--- src/rtl/fir_pkg.sv ---
// Shared types and constant helpers for the FIR decimating requantizer output stage.
package fir_pkg;

  localparam int OUT_W = 12;

  typedef struct packed {
    logic                    sat;
    logic signed [OUT_W-1:0] data;
  } buf_entry_t;

  function automatic longint sat_max(input int w);
    return (longint'(1) << (w - 1)) - longint'(1);
  endfunction

  function automatic longint sat_min(input int w);
    return -(longint'(1) << (w - 1));
  endfunction

  // Adding half an output LSB before the arithmetic shift gives round-half-up.
  function automatic longint rnd_const(input int shift);
    return longint'(1) << (shift - 1);
  endfunction

endpackage

--- src/rtl/fir_decim_requant_if.sv ---
// Sample-in / result-out handshake bundle between the FIR, this stage and its consumer.
interface fir_decim_requant_if #(
  parameter int G_IN_W  = 23,
  parameter int G_OUT_W = 12
);
  logic                      i_valid;
  logic signed [G_IN_W-1:0]  i_sample;
  logic                      i_ready;
  logic                      o_valid;
  logic signed [G_OUT_W-1:0] o_data;
  logic                      o_sat;

  modport slave  (input i_valid, i_sample, i_ready, output o_valid, o_data, o_sat);
  modport master (output i_valid, i_sample, i_ready, input o_valid, o_data, o_sat);
endinterface

--- src/rtl/fir_out_fifo2.sv ---
// Two-entry FIFO built as head + tail registers; head keeps its last value once drained.
module fir_out_fifo2
  import fir_pkg::*;
#(
  parameter type T_ENTRY = buf_entry_t
) (
  input  logic       i_clk,
  input  logic       i_rst_n,
  input  logic       i_push,
  input  logic       i_pop,
  input  T_ENTRY     i_data,
  output T_ENTRY     o_head,
  output logic [1:0] o_count,
  output logic       o_full
);

  T_ENTRY     r_head;
  T_ENTRY     r_tail;
  logic [1:0] r_count;

  always_ff @(posedge i_clk) begin
    if (!i_rst_n) begin
      // NOTE: the entries are reset too, because the head register drives o_data and must read 0 after reset.
      r_head  <= '0;
      r_tail  <= '0;
      r_count <= 2'd0;
    end else begin
      unique case ({i_push, i_pop})
        2'b10: begin
          if (r_count == 2'd0) r_head <= i_data;
          else                 r_tail <= i_data;
          r_count <= r_count + 2'd1;
        end
        2'b01: begin
          if (r_count == 2'd2) r_head <= r_tail;
          r_count <= r_count - 2'd1;
        end
        2'b11: begin
          if (r_count == 2'd1) begin
            r_head <= i_data;
          end else begin
            r_head <= r_tail;
            r_tail <= i_data;
          end
        end
        default: ;
      endcase
    end
  end

  assign o_head  = r_head;
  assign o_count = r_count;
  assign o_full  = (r_count == 2'd2);

endmodule

--- src/rtl/fir_decim_requant.sv ---
// Decimate, round, shift and saturate FIR results into a 2-deep valid/ready buffer.
// Optional saturated-sample counter output o_sat_cnt is built when FIR_DECIM_SATCNT_EN is defined.
module fir_decim_requant
  import fir_pkg::*;
#(
  parameter int G_IN_W  = 23,
  parameter int G_OUT_W = 12,
  parameter int G_SHIFT = 8,
  parameter int G_DECIM = 4
) (
  input  logic                i_clk,
  input  logic                i_rst_n,
  fir_decim_requant_if.slave  bus,
  input  logic                i_clr_ovf,
`ifdef FIR_DECIM_SATCNT_EN
  output logic [15:0]         o_sat_cnt,
`endif
  output logic                o_overflow
);

  localparam int PH_W = (G_DECIM > 1) ? $clog2(G_DECIM) : 1;
  localparam logic [PH_W-1:0] C_PH_LAST = PH_W'(G_DECIM - 1);
  localparam logic signed [G_IN_W:0] C_RND = (G_IN_W + 1)'(rnd_const(G_SHIFT));
  localparam logic signed [G_IN_W:0] C_MAX = (G_IN_W + 1)'(sat_max(G_OUT_W));
  localparam logic signed [G_IN_W:0] C_MIN = (G_IN_W + 1)'(sat_min(G_OUT_W));

  logic [PH_W-1:0]          r_phase;
  logic                     r_s1_valid;
  logic signed [G_IN_W-1:0] r_s1_sample;
  logic                     r_ovf;

  logic                     w_keep;
  logic signed [G_IN_W:0]   w_ext;
  logic signed [G_IN_W:0]   w_t;
  logic signed [G_IN_W:0]   w_r;
  buf_entry_t               w_entry;
  buf_entry_t               w_head;
  logic [1:0]               w_count;
  logic                     w_full;
  logic                     w_pop;
  logic                     w_drop;
  logic                     w_push;

  assign w_keep = bus.i_valid && (r_phase == '0);

  always_ff @(posedge i_clk) begin
    if (!i_rst_n) begin
      r_phase     <= '0;
      r_s1_valid  <= 1'b0;
      r_s1_sample <= '0;
    end else begin
      if (bus.i_valid) r_phase <= (r_phase == C_PH_LAST) ? '0 : r_phase + PH_W'(1);
      r_s1_valid <= w_keep;
      if (w_keep) r_s1_sample <= bus.i_sample;
    end
  end

  // One guard bit keeps the rounding add from wrapping at the positive extreme.
  assign w_ext = {r_s1_sample[G_IN_W-1], r_s1_sample};
  assign w_t   = w_ext + C_RND;
  assign w_r   = w_t >>> G_SHIFT;

  always_comb begin
    w_entry.sat  = 1'b0;
    w_entry.data = w_r[G_OUT_W-1:0];
    if (w_r > C_MAX) begin
      w_entry.sat  = 1'b1;
      w_entry.data = C_MAX[G_OUT_W-1:0];
    end else if (w_r < C_MIN) begin
      w_entry.sat  = 1'b1;
      w_entry.data = C_MIN[G_OUT_W-1:0];
    end
  end

  assign bus.o_valid = (w_count != 2'd0);
  assign w_pop       = bus.o_valid && bus.i_ready;
  assign w_drop      = r_s1_valid && w_full && !w_pop;
  assign w_push      = r_s1_valid && !w_drop;

  fir_out_fifo2 #(.T_ENTRY(buf_entry_t)) u_fifo (
    .i_clk   (i_clk),
    .i_rst_n (i_rst_n),
    .i_push  (w_push),
    .i_pop   (w_pop),
    .i_data  (w_entry),
    .o_head  (w_head),
    .o_count (w_count),
    .o_full  (w_full)
  );

  assign bus.o_data = w_head.data;
  assign bus.o_sat  = w_head.sat;

  // A drop in the same cycle as a clear leaves the flag set.
  always_ff @(posedge i_clk) begin
    if (!i_rst_n)       r_ovf <= 1'b0;
    else if (w_drop)    r_ovf <= 1'b1;
    else if (i_clr_ovf) r_ovf <= 1'b0;
  end

  assign o_overflow = r_ovf;

`ifdef FIR_DECIM_SATCNT_EN
  logic [15:0] r_sat_cnt;

  always_ff @(posedge i_clk) begin
    if (!i_rst_n)       r_sat_cnt <= '0;
    else if (i_clr_ovf) r_sat_cnt <= '0;
    else if (w_push && w_entry.sat && (r_sat_cnt != 16'hFFFF)) r_sat_cnt <= r_sat_cnt + 16'd1;
  end

  assign o_sat_cnt = r_sat_cnt;
`endif

endmodule

--- src/flat_wrapper.sv ---
// flat-port wrapper written by rule: the top's interface ports become plain ports
module fir_decim_requant_flat import fir_pkg::*;
#(
  parameter int G_IN_W  = 23,
  parameter int G_OUT_W = 12,
  parameter int G_SHIFT = 8,
  parameter int G_DECIM = 4
)
  (i_clk, i_rst_n, i_clr_ovf, o_overflow, bus_i_valid, bus_i_sample, bus_i_ready, bus_o_valid, bus_o_data, bus_o_sat);
  fir_decim_requant_if #(.G_IN_W(G_IN_W), .G_OUT_W(G_OUT_W)) bus_i ();
  input  logic i_clk;
  input  logic i_rst_n;
  input  logic i_clr_ovf;
  output logic o_overflow;
  input wire logic [$bits(bus_i.i_valid)-1:0] bus_i_valid;
  input wire logic [$bits(bus_i.i_sample)-1:0] bus_i_sample;
  input wire logic [$bits(bus_i.i_ready)-1:0] bus_i_ready;
  output wire logic [$bits(bus_i.o_valid)-1:0] bus_o_valid;
  output wire logic [$bits(bus_i.o_data)-1:0] bus_o_data;
  output wire logic [$bits(bus_i.o_sat)-1:0] bus_o_sat;
  assign bus_i.i_valid = bus_i_valid;
  assign bus_i.i_sample = bus_i_sample;
  assign bus_i.i_ready = bus_i_ready;
  assign bus_o_valid = bus_i.o_valid;
  assign bus_o_data = bus_i.o_data;
  assign bus_o_sat = bus_i.o_sat;
  fir_decim_requant #(.G_IN_W(G_IN_W), .G_OUT_W(G_OUT_W), .G_SHIFT(G_SHIFT), .G_DECIM(G_DECIM)) u_core (.i_clk(i_clk), .i_rst_n(i_rst_n), .bus(bus_i), .i_clr_ovf(i_clr_ovf), .o_overflow(o_overflow));
endmodule
--- config.mk ---
export PLATFORM = sky130hd
export DESIGN_NAME = fir_decim_requant_flat
export DESIGN_NICKNAME = d
export VERILOG_FILES = /design/src/rtl/fir_pkg.sv /design/src/rtl/fir_decim_requant_if.sv /design/src/rtl/fir_out_fifo2.sv /design/src/rtl/fir_decim_requant.sv /design/src/flat_wrapper.sv
export SDC_FILE = /design/constraint.sdc
export NUM_CORES = 1
export LEC_CHECK = 0
export CAP_MARGIN = 20
export CORE_UTILIZATION = 40
export DETAILED_ROUTE_END_ITERATION = 12
export GPL_ROUTABILITY_DRIVEN = 0
export PLACE_DENSITY = 0.7
export SKIP_LAST_GASP = 1
export SLEW_MARGIN = 20
export SYNTH_ARGS = -nofsm -noshare
export SYNTH_HDL_FRONTEND = slang
export SYNTH_SLANG_ARGS = --single-unit
export TNS_END_PERCENT = 10
--- constraint.sdc ---
create_clock -name i_clk -period 2.34 [get_ports i_clk]
set_input_delay 0.468 -clock i_clk [delete_from_list [all_inputs] [get_ports i_clk]]
set_output_delay 0.468 -clock i_clk [all_outputs]
set_load 0.05 [all_outputs]
==> metrics, run 1 <==
status finished, final reports clean; largest family of logic cells by synthesized area simple AND/OR/NAND/NOR gates; Crit Path Max Fanout 12; Final nets 399; Ys Warns 0; Compound-Gate Fraction of Synth Area 23.5%; Synth Cell Area 2570 µm²; cts hold-fix bufs 0; required time of the critical path 2.56 ns; top-count cell post-synth nand2_1; CTS Buf Count 5; Worst-Skew Late Latency 0.30 ns; vias in the first global route 2,078; root cell of the clock tree clkbuf_8; Post-Synth Simple-Gate Area 24.4%; Setup violations, final 0; initial antenna violation count 0; wire per inst 12.4 µm; IO Pins 43; Total GRT Usage 18.2%; Synth Net Count 356; GRT overflow 0; Synth Area per Inst 7.99 µm²; Reg2Reg Setup Slack 0.07 ns; Slew headroom 65.3%; drt first pass iters 4; CP top delay family simple AND/OR/NAND/NOR gates; synthesis-to-layout area growth 26.0%; Sink Count 48; Remaining DRCs 0; crit-path cells nand4_4 > or4_4 > xor2_2 > buf_12 > nor4_1 > nor3_2 > o221ai_1; Startpoint Class flip-flop; XOR/XNOR Fraction of Synth Area 5.06%; Layout fillers 615; CTS H-Tree Depth 2; Worst EP arrival 2.49 ns; input/output buffers 35; ant diodes 0; slew of the pin with the lowest slew margin 0.521 ns; fin. max-slew vios 0; vias 2,359; clock-pin slew on the worst setup and hold paths 0.08 ns; Register Area 961 µm²; Fin Setup TNS 0 ns; terminus of the critical flop-to-flop path u_core.u_fifo.o_head[5]; Crit Path Class flip-flop to flip-flop; Post-Route WL 5460 µm; Hold WC Path Type flip-flop to flip-flop; Core Region 6060 µm²; Synth top area share 37.4%; Worst Setup End Kind flip-flop; HPWL after detailed placement 4010 µm; top cells by area, synth dfxtp_1 (37%), nand2_1 (9.0%), a21boi_0 (5.0%); hold slack 0.470 ns; #FFs+latches synth 48; hold path depth 2; first-pass GRT wire length 9490 µm; Row Count 28; WP buf/inv 1; Max clock buf depth 2; CTS tree done; commonest cells in the netlist nand2_1 (62), dfxtp_1 (48), a21oi_1 (19), clkbuf_1 (19); Chip Width 82.2 µm; register area share after synthesis 37.4%; post-DR vias/cell 5.35; Synth async-reset ratio 0%; RSZ-0062 raised after global routing yes; layout cells sized above 1 11.7%; DRT iter0 DRCs 126; clk_skew 0.00753 ns; Fmax 0.441 GHz; r2r startpoint u_core.r_s1_sample[14]; Period minus WS final 2.27 ns; hold endpoint u_core.u_fifo.o_head[6]; Static Leakage 1.19 nW; hold_sp u_core.u_fifo.o_head[6]; fin crit share 96.9%; Primary FF master, synth dfxtp_1; height of the die 82.2 µm; Max VDD drop 792 µV; Worst R2R Path Depth 7; critical path's slowest cell or4_4; number of synthesized flops with an enable pin 0; die area 6760 µm²; Final Hold Viols 0; pin count of the biggest net entering global routing 58; max incr delay on CP 0.57 ns; Multi-input gate area 1510 µm²; Max-Cap Viols 0; effective utilization at floorplan 42.4%; post-synthesis adder-cell area fraction 2.92%; Pwr Density 827 nW/µm²; area leader, netlist dfxtp_1; post-route ant nets 0; Netlist cell types 46; Mapped Cells 322; post-synthesis mux area share 1.61%
[layout make-up]
type                            instances  share of cell area, %
Sequential cell                        48                   29.6
Clock buffer                            6                   2.55
Clock inverter                          2                  0.309
Multi-Input combinational cell        241                   46.6
Timing Repair Buffer                   57                   16.6
Tap cell                               75                   2.89
Inverter                               12                   1.39
[cells by family after synthesis]
group	Yosys count
muxes	4
adders and majority gates	6
AOI/OAI and AO/OA	88
xor gates and xnor gates	14
and+or+nand+nor	129
buffers and inverters	33
DFF	48
[worst min-delay path: cells and delay by family, from the launching register on]
kind,cells,cell delay [ns]
flops,1,0.32
simple gates,1,0.06
compound gates,1,0.05
[timing repair]
| action | in CTS | in global routing |
|---|---|---|
| buffers inserted | 0 | 0 |
| resized for setup | 0 | 6 |
| setup endpoints to repair | 0 | 18 |
[placed cells by master (no fill, tap or decap), types with 2 or more instances in the layout]
master	Yosys	final
clkbuf_8	0	6
nand4_1	4	4
o21a_1	4	4
nor3_1	8	5
nor2_1	9	8
xnor2_1	7	7
o311a_1	3	3
o21ai_0	7	7
a21oi_1	19	19
buf_4	0	21
and3_1	2	2
nand2_1	62	62
dfxtp_1	48	48
o22ai_1	8	8
ha_1	6	6
nor4_1	5	5
a21boi_0	17	17
o221ai_1	6	6
or3_1	9	9
xor2_1	6	6
inv_1	12	12
o21ai_1	2	2
nor2b_1	5	5
and2_1	2	2
nand3_1	17	17
clkinv_2	0	2
o211ai_1	6	6
a31oi_1	6	6
o31a_1	2	2
clkdlybuf4s50_1	0	34
mux2i_1	3	3
buf_12	0	2
nor3_2	0	3
[worst max-delay path by stage]
stage                      startpoint                       to  slack [ns]  depth (start not counted)
4_1_cts         u_core.r_s1_sample[7]  u_core.u_fifo.o_head[1]       0.008                          7
3_5_place_dp    u_core.r_s1_sample[7]  u_core.u_fifo.o_head[1]        0.07                          7
2_1_floorplan   u_core.r_s1_sample[7]  u_core.u_fifo.o_head[1]        0.15                          7
6_report       u_core.r_s1_sample[14]  u_core.u_fifo.o_head[5]        0.07                          7
5_1_grt        u_core.r_s1_sample[18]  u_core.u_fifo.o_head[5]       -0.06                          7
3_3_place_gp    u_core.r_s1_sample[7]  u_core.u_fifo.o_head[1]        0.09                          7
[power by group]
part,switching [mW],internal [mW]
registers,0.0724,0.936
clock network,0.270,0.236
logic,0.731,0.434
[per-stage QoR]
| step | utilization (%) | total power, mW | instances | cell area [µm²] | setup WS (ns) |
|---|---|---|---|---|---|
| 2_1_floorplan | - | 1.83 | 322 | 2570 | 0.154 |
| 3_3_place_gp | 51.4 | 2.17 | 433 | 3120 | 0.0934 |
| 3_5_place_dp | 51.4 | 2.19 | 433 | 3120 | 0.0670 |
| 4_1_cts | 53.0 | 2.69 | 441 | 3210 | 0.00823 |
| 5_1_grt | 53.5 | 2.86 | 441 | 3240 | -0.0579 |
| 6_report | 53.5 | 2.68 | 441 | 3240 | 0.0732 |
[metal layers]
layer,part of all wire (%),up-vias,global-route usage [%],wire length (µm)
li1,-,1238,-,-
met1,49,1063,24.1,2700
met2,46,51,29.5,2490
met3,4.0,7,4.07,220
met4,0.86,0,4.91,47
met5,0,-,0,0
[sequential cells by signal, indices dropped and copies added (netlist names)]
signal and count:
u_core.r_s1_valid 1, u_core.r_s1_sample 16, u_core.u_fifo.r_tail 13, u_core.r_phase 2, u_core.u_fifo.o_count 2, u_core.o_overflow 1
u_core.u_fifo.o_head 13
Note: power is estimated with default switching activity, not from simulation.
==> inputs of run 2 (changes only) <==
--- a/config.mk
+++ b/config.mk
@@ -10,6 +10,7 @@
 export DETAILED_ROUTE_END_ITERATION = 12
 export GPL_ROUTABILITY_DRIVEN = 0
 export PLACE_DENSITY = 0.7
+export REMOVE_ABC_BUFFERS = 1
 export SKIP_LAST_GASP = 1
 export SLEW_MARGIN = 20
 export SYNTH_ARGS = -nofsm -noshare
==> run 2 against run 1 <==
  * Worst hold slack got worse by 0.0057 ns
  * Global-route usage decreased by 0.54 points
  * Cell count decreased by 0.45%
  * Combinational power about the same
  * Register-to-register slack about the same
  * Worst setup slack got worse by 0.00051 ns
  * First-iteration DRC count increased by 6.3%
  * Final area decreased by 0.27%
  * Critical path depth unchanged
  * Wire length increased by 0.11%
  * Die area unchanged
  * Largest cell class unchanged
==> metrics, run 2 (synthesis gave the netlist of run 1 again) <==
Layout Cells excl Fill 439; CTS Buf Count 5; Row Count 28; drt first pass iters 5; Crit Path Max Fanout 10; CP top delay family simple AND/OR/NAND/NOR gates; required time of the critical path 2.59 ns; Max VDD drop 535 µV; fin. max-slew vios 0; pin count of the biggest net entering global routing 58; Hold WC Path Type flip-flop to flip-flop; Clk pwr share 21.5%; WP buf/inv 0; max incr delay on CP 0.47 ns; slew of the pin with the lowest slew margin 0.549 ns; input/output buffers 35; crit-path cells ha_1 > nand3_1 > nor3_2 > mux2_2 > or3_1 > a21oi_1 > o311a_1; Final nets 397; cts hold-fix bufs 0; fin crit share 96.9%; vias in the first global route 2,054; effective utilization at floorplan 42.4%; Chip Width 82.2 µm; wire per inst 12.5 µm; root cell of the clock tree clkbuf_8; IO Pins 43; Core Region 6060 µm²; Psw 1.08 mW; post-DR vias/cell 5.36; Net Sw Frac 39.1%; RSZ-0062 raised after global routing yes; CTS H-Tree Depth 2; Final Hold Viols 0; post-placement cell area 3100 µm²; height of the die 82.2 µm; synthesis-to-layout area growth 25.7%; Worst EP arrival 2.52 ns; Static Leakage 1.18 nW; Max-Cap Viols 0; Pwr Density 855 nW/µm²; status finished, final reports clean; final core occ 53.3%; vias 2,351; Post-Route WL 5470 µm; Remaining DRCs 0; HPWL after detailed placement 3920 µm; internal power 1.68 mW; Startpoint Class flip-flop; Sink Count 48; Worst-Skew Late Latency 0.30 ns; most frequent cells in the layout nand2_1 (62), dfxtp_1 (48), clkdlybuf4s50_1 (34), a21oi_1 (19), buf_4 (19); ant diodes 0; Cell Count Post-Placement 431; Total GRT Usage 17.6%; die area 6760 µm²; Period minus WS final 2.27 ns; hold slack 0.464 ns; Flop pwr share 36.5%; Layout fillers 596; Worst Setup End Kind flip-flop; clock-pin slew on the worst setup and hold paths 0.09 ns; DP Worst Slack 0.0327 ns; GRT overflow 0; Setup violations, final 0; Max clock buf depth 2; clk_skew 0.00701 ns; Fmax 0.441 GHz; initial antenna violation count 0; Crit Path Class flip-flop to flip-flop; DRT iter0 DRCs 134; first-pass GRT wire length 9250 µm; PnR Total Power 2.76 mW; layout cells sized above 1 10.4%; Largest Register u_core.r_s1_sample; post-route ant nets 0; Fin Setup TNS 0 ns; commonest non-fill, non-tap cell in the layout nand2_1; Slew headroom 63.4%; critical path's slowest cell mux2_2; CTS tree done; final instance area 3230 µm²; max reg flops 16; Setup WS post-layout 0.0727 ns; Combinational Power Share 42.0%
-- run 2: cell count changes in the layout (fill, tap and decap cells not counted) --
cell | before | now
o31ai_2 | 1 | 0
clkbuf_8 | 6 | 5
nor2_2 | 1 | 0
nor3_1 | 5 | 6
bufinv_16 | 0 | 1
o31ai_1 | 0 | 1
buf_4 | 21 | 19
nor3_2 | 3 | 2
nor2_1 | 8 | 9
clkinvlp_4 | 0 | 1
clkinv_2 | 2 | 1
-- run 2: final timing paths --
path	to	from	cells past startpoint	slack, ns
max	u_core.u_fifo.o_head[1]	u_core.r_s1_sample[7]	7	0.07
min	u_core.u_fifo.o_head[6]	u_core.u_fifo.o_head[6]	2	0.46
max reg2reg	u_core.u_fifo.o_head[1]	u_core.r_s1_sample[7]	7	0.07
min reg2reg	u_core.u_fifo.o_head[6]	u_core.u_fifo.o_head[6]	2	0.46
-- run 2: repair_timing --
action | 4_1_cts | 5_1_grt
gates resized for setup | 1 | 2
buffers inserted | 0 | 0
pin swaps | 0 | 0
setup endpoints to repair | 3 | 13
-- run 2: metal layers --
layer | GRT usage [%] | part of all wire, % | wire, µm | up-vias
met4 | 5.26 | 1.0 | 55 | 0
met5 | 0 | 0 | 0 | -
met3 | 3.63 | 4.4 | 240 | 5
met2 | 29.0 | 45 | 2470 | 50
met1 | 23.1 | 49 | 2700 | 1059
li1 | - | - | - | 1237
-- run 2: power groups by stage --
stage | registers (mW) | logic [mW] | clock network (mW)
final | 1.01 | 1.16 | 0.594
after global routing | 1.03 | 1.26 | 0.644
after CTS | 1.01 | 1.16 | 0.610
after detailed placement | 1.03 | 1.15 | 0
after global placement | 1.03 | 1.14 | 0
after floorplan | 1.25 | 0.544 | 0
-- run 2: cell type report --
| class | instances | area, µm² | area share [%] |
|---|---|---|---|
| clock buffer | 5 | 68.8 | 2.13 |
| timing repair buffer | 55 | 523 | 16.2 |
| sequential | 48 | 961 | 29.7 |
| tap | 75 | 93.8 | 2.90 |
| inverter | 12 | 45.0 | 1.39 |
| clock inverter | 3 | 42.5 | 1.32 |
| multi-input combinational | 241 | 1500 | 46.4 |
-- run 2: tightest hold or removal path, delay by kind of cell, from the launching register on --
family | cells | cell delay [ns]
AOI/OAI and AO/OA | 1 | 0.05
DFF | 1 | 0.32
and+or+nand+nor | 1 | 0.06
==> inputs of run 3 (changes only) <==
--- a/config.mk
+++ b/config.mk
@@ -11,7 +11,6 @@
 export GPL_ROUTABILITY_DRIVEN = 0
 export PLACE_DENSITY = 0.7
 export REMOVE_ABC_BUFFERS = 1
-export SKIP_LAST_GASP = 1
 export SLEW_MARGIN = 20
 export SYNTH_ARGS = -nofsm -noshare
 export SYNTH_HDL_FRONTEND = slang
==> run 3 against run 2 <==
  * Global-route usage did not move
  * Critical endpoint is now u_core.u_fifo.o_head[12]
  * Critical path depth unchanged
  * Flip-flop and latch count unchanged
  * Worst hold slack better by 0.0012 ns
  * Non-clock buffer count is the same
  * Largest cell class unchanged
  * Highest routed layer unchanged
  * Sequential share of layout area shrank 0.20 points
  * Clock skew is 0.00058 ns lower
  * Clock-buffer cell count unchanged
  * Maximum frequency is 2.5% higher
==> metrics, run 3 (synthesis gave the netlist of run 1 again) <==
status finished, final reports clean; vias 2,343; first-pass GRT wire length 9250 µm; max incr delay on CP 0.50 ns; synthesis-to-layout area growth 26.8%; fin crit share 94.5%; Layout fillers 593; Period minus WS final 2.21 ns; Final Hold Viols 0; Crit Path Class flip-flop to flip-flop; Hold WC Path Type flip-flop to flip-flop; Post-Route WL 5470 µm; hold endpoint u_core.u_fifo.o_head[6]; post-DR vias/cell 5.34; required time of the critical path 2.53 ns; Worst Setup End Kind flip-flop; cts hold-fix bufs 0; Max clock buf depth 2; Fin Setup TNS 0 ns; Sink Count 48; DRT iter0 DRCs 131; Fmax 0.452 GHz; Largest Register u_core.r_s1_sample; clock-pin slew on the worst setup and hold paths 0.09 ns; WP buf/inv 1; pin count of the biggest net entering global routing 58; Pwr Density 848 nW/µm²; drt first pass iters 5; clk_skew 0.00642 ns; final core occ 53.8%; post-route ant nets 0; hold_sp u_core.u_fifo.o_head[6]; terminus of the critical flop-to-flop path u_core.u_fifo.o_head[12]; Max-Cap Viols 0; CP dominant cell by count a21oi_1; fin. max-slew vios 0; effective utilization at floorplan 42.4%; critical path's slowest cell or4_4; Core Region 6060 µm²; die area 6760 µm²; Setup violations, final 0; HPWL after detailed placement 3920 µm; Remaining DRCs 0; Chip Width 82.2 µm; Worst EP arrival 2.40 ns; Worst R2R Path Depth 7; CTS H-Tree Depth 2; root cell of the clock tree clkbuf_8; Reg2Reg Setup Slack 0.13 ns; hold path depth 2; wire per inst 12.5 µm; Total GRT Usage 17.6%; most frequent cells in the layout nand2_1 (62), dfxtp_1 (46), clkdlybuf4s50_1 (34), a21oi_1 (19), buf_4 (19); CTS tree done; # Post-CTS Setup Buffers 0; max reg flops 16; ant diodes 0; initial antenna violation count 0; Slew headroom 63.7%; Final nets 397; commonest non-fill, non-tap cell in the layout nand2_1; Static Leakage 1.21 nW; CP top delay family simple AND/OR/NAND/NOR gates; Row Count 28; PnR Total Power 2.77 mW; GRT overflow 0; height of the die 82.2 µm; layout cells sized above 1 11.8%; crit-path cells nand4_1 > or4_4 > xor2_2 > buf_12 > or3_1 > a21oi_1 > a21oi_1; Max VDD drop 528 µV; input/output buffers 35; IO Pins 43; Startpoint Class flip-flop; Crit Path Max Fanout 11; vias in the first global route 2,054; Worst-Skew Late Latency 0.30 ns; hold slack 0.466 ns; slew of the pin with the lowest slew margin 0.545 ns; CTS Buf Count 5; r2r startpoint u_core.r_s1_sample[9]
run 3: repair_timing:
action,4_1_cts,5_1_grt
gates resized for setup,1,9
endpoints found under the setup margin,3,13
pin swaps,0,2
cloned,0,0
run 3: how the worst max path moves through the flow:
stage | from | to | slack (ns) | depth (start not counted)
final | u_core.r_s1_sample[9] | u_core.u_fifo.o_head[12] | 0.13 | 7
after CTS | u_core.r_s1_sample[7] | u_core.u_fifo.o_head[1] | 0.06 | 7
after global routing | u_core.r_s1_sample[7] | u_core.u_fifo.o_head[1] | -0.002 | 7
after floorplan | u_core.r_s1_sample[7] | u_core.u_fifo.o_head[1] | 0.07 | 7
after global placement | u_core.r_s1_sample[7] | u_core.u_fifo.o_head[1] | 0.08 | 7
after detailed placement | u_core.r_s1_sample[7] | u_core.u_fifo.o_head[1] | 0.03 | 7
run 3: metrics by stage:
stage                     area (µm²)  std cells  setup slack, ns
after global placement          3100        431           0.0783
after floorplan                 2490        301           0.0665
after detailed placement        3100        431           0.0327
after CTS                       3220        439           0.0649
after global routing            3260        439         -0.00250
final                           3260        439            0.128
run 3: metal layers:
layer	GRT usage [%]	wire length, µm
met4	5.26	55
met5	0	0
met3	3.63	203
met1	23.1	2730
met2	29.0	2480
run 3: area by class of cell:
class                   count  area, µm²  share of cell area [%]
multi-input cells         241       1530                    46.8
inverters                  12       45.0                    1.38
clock inverters             3       42.5                    1.30
flip-flops and latches     48        963                    29.5
repair buffers             55        523                    16.0
well taps                  75       93.8                    2.88
clock buffers               5       68.8                    2.11
run 3: power by group:
part | internal (mW) | switching (mW)
combinational | 0.434 | 0.731
clock | 0.316 | 0.274
sequential | 0.937 | 0.0738
total | 1.69 | 1.08
run 3: tightest hold or removal path, stage by stage, from the launching register on:
cell and delay, ns:
dfxtp_1 0.32, nand3_1 0.06, o21ai_1 0.05
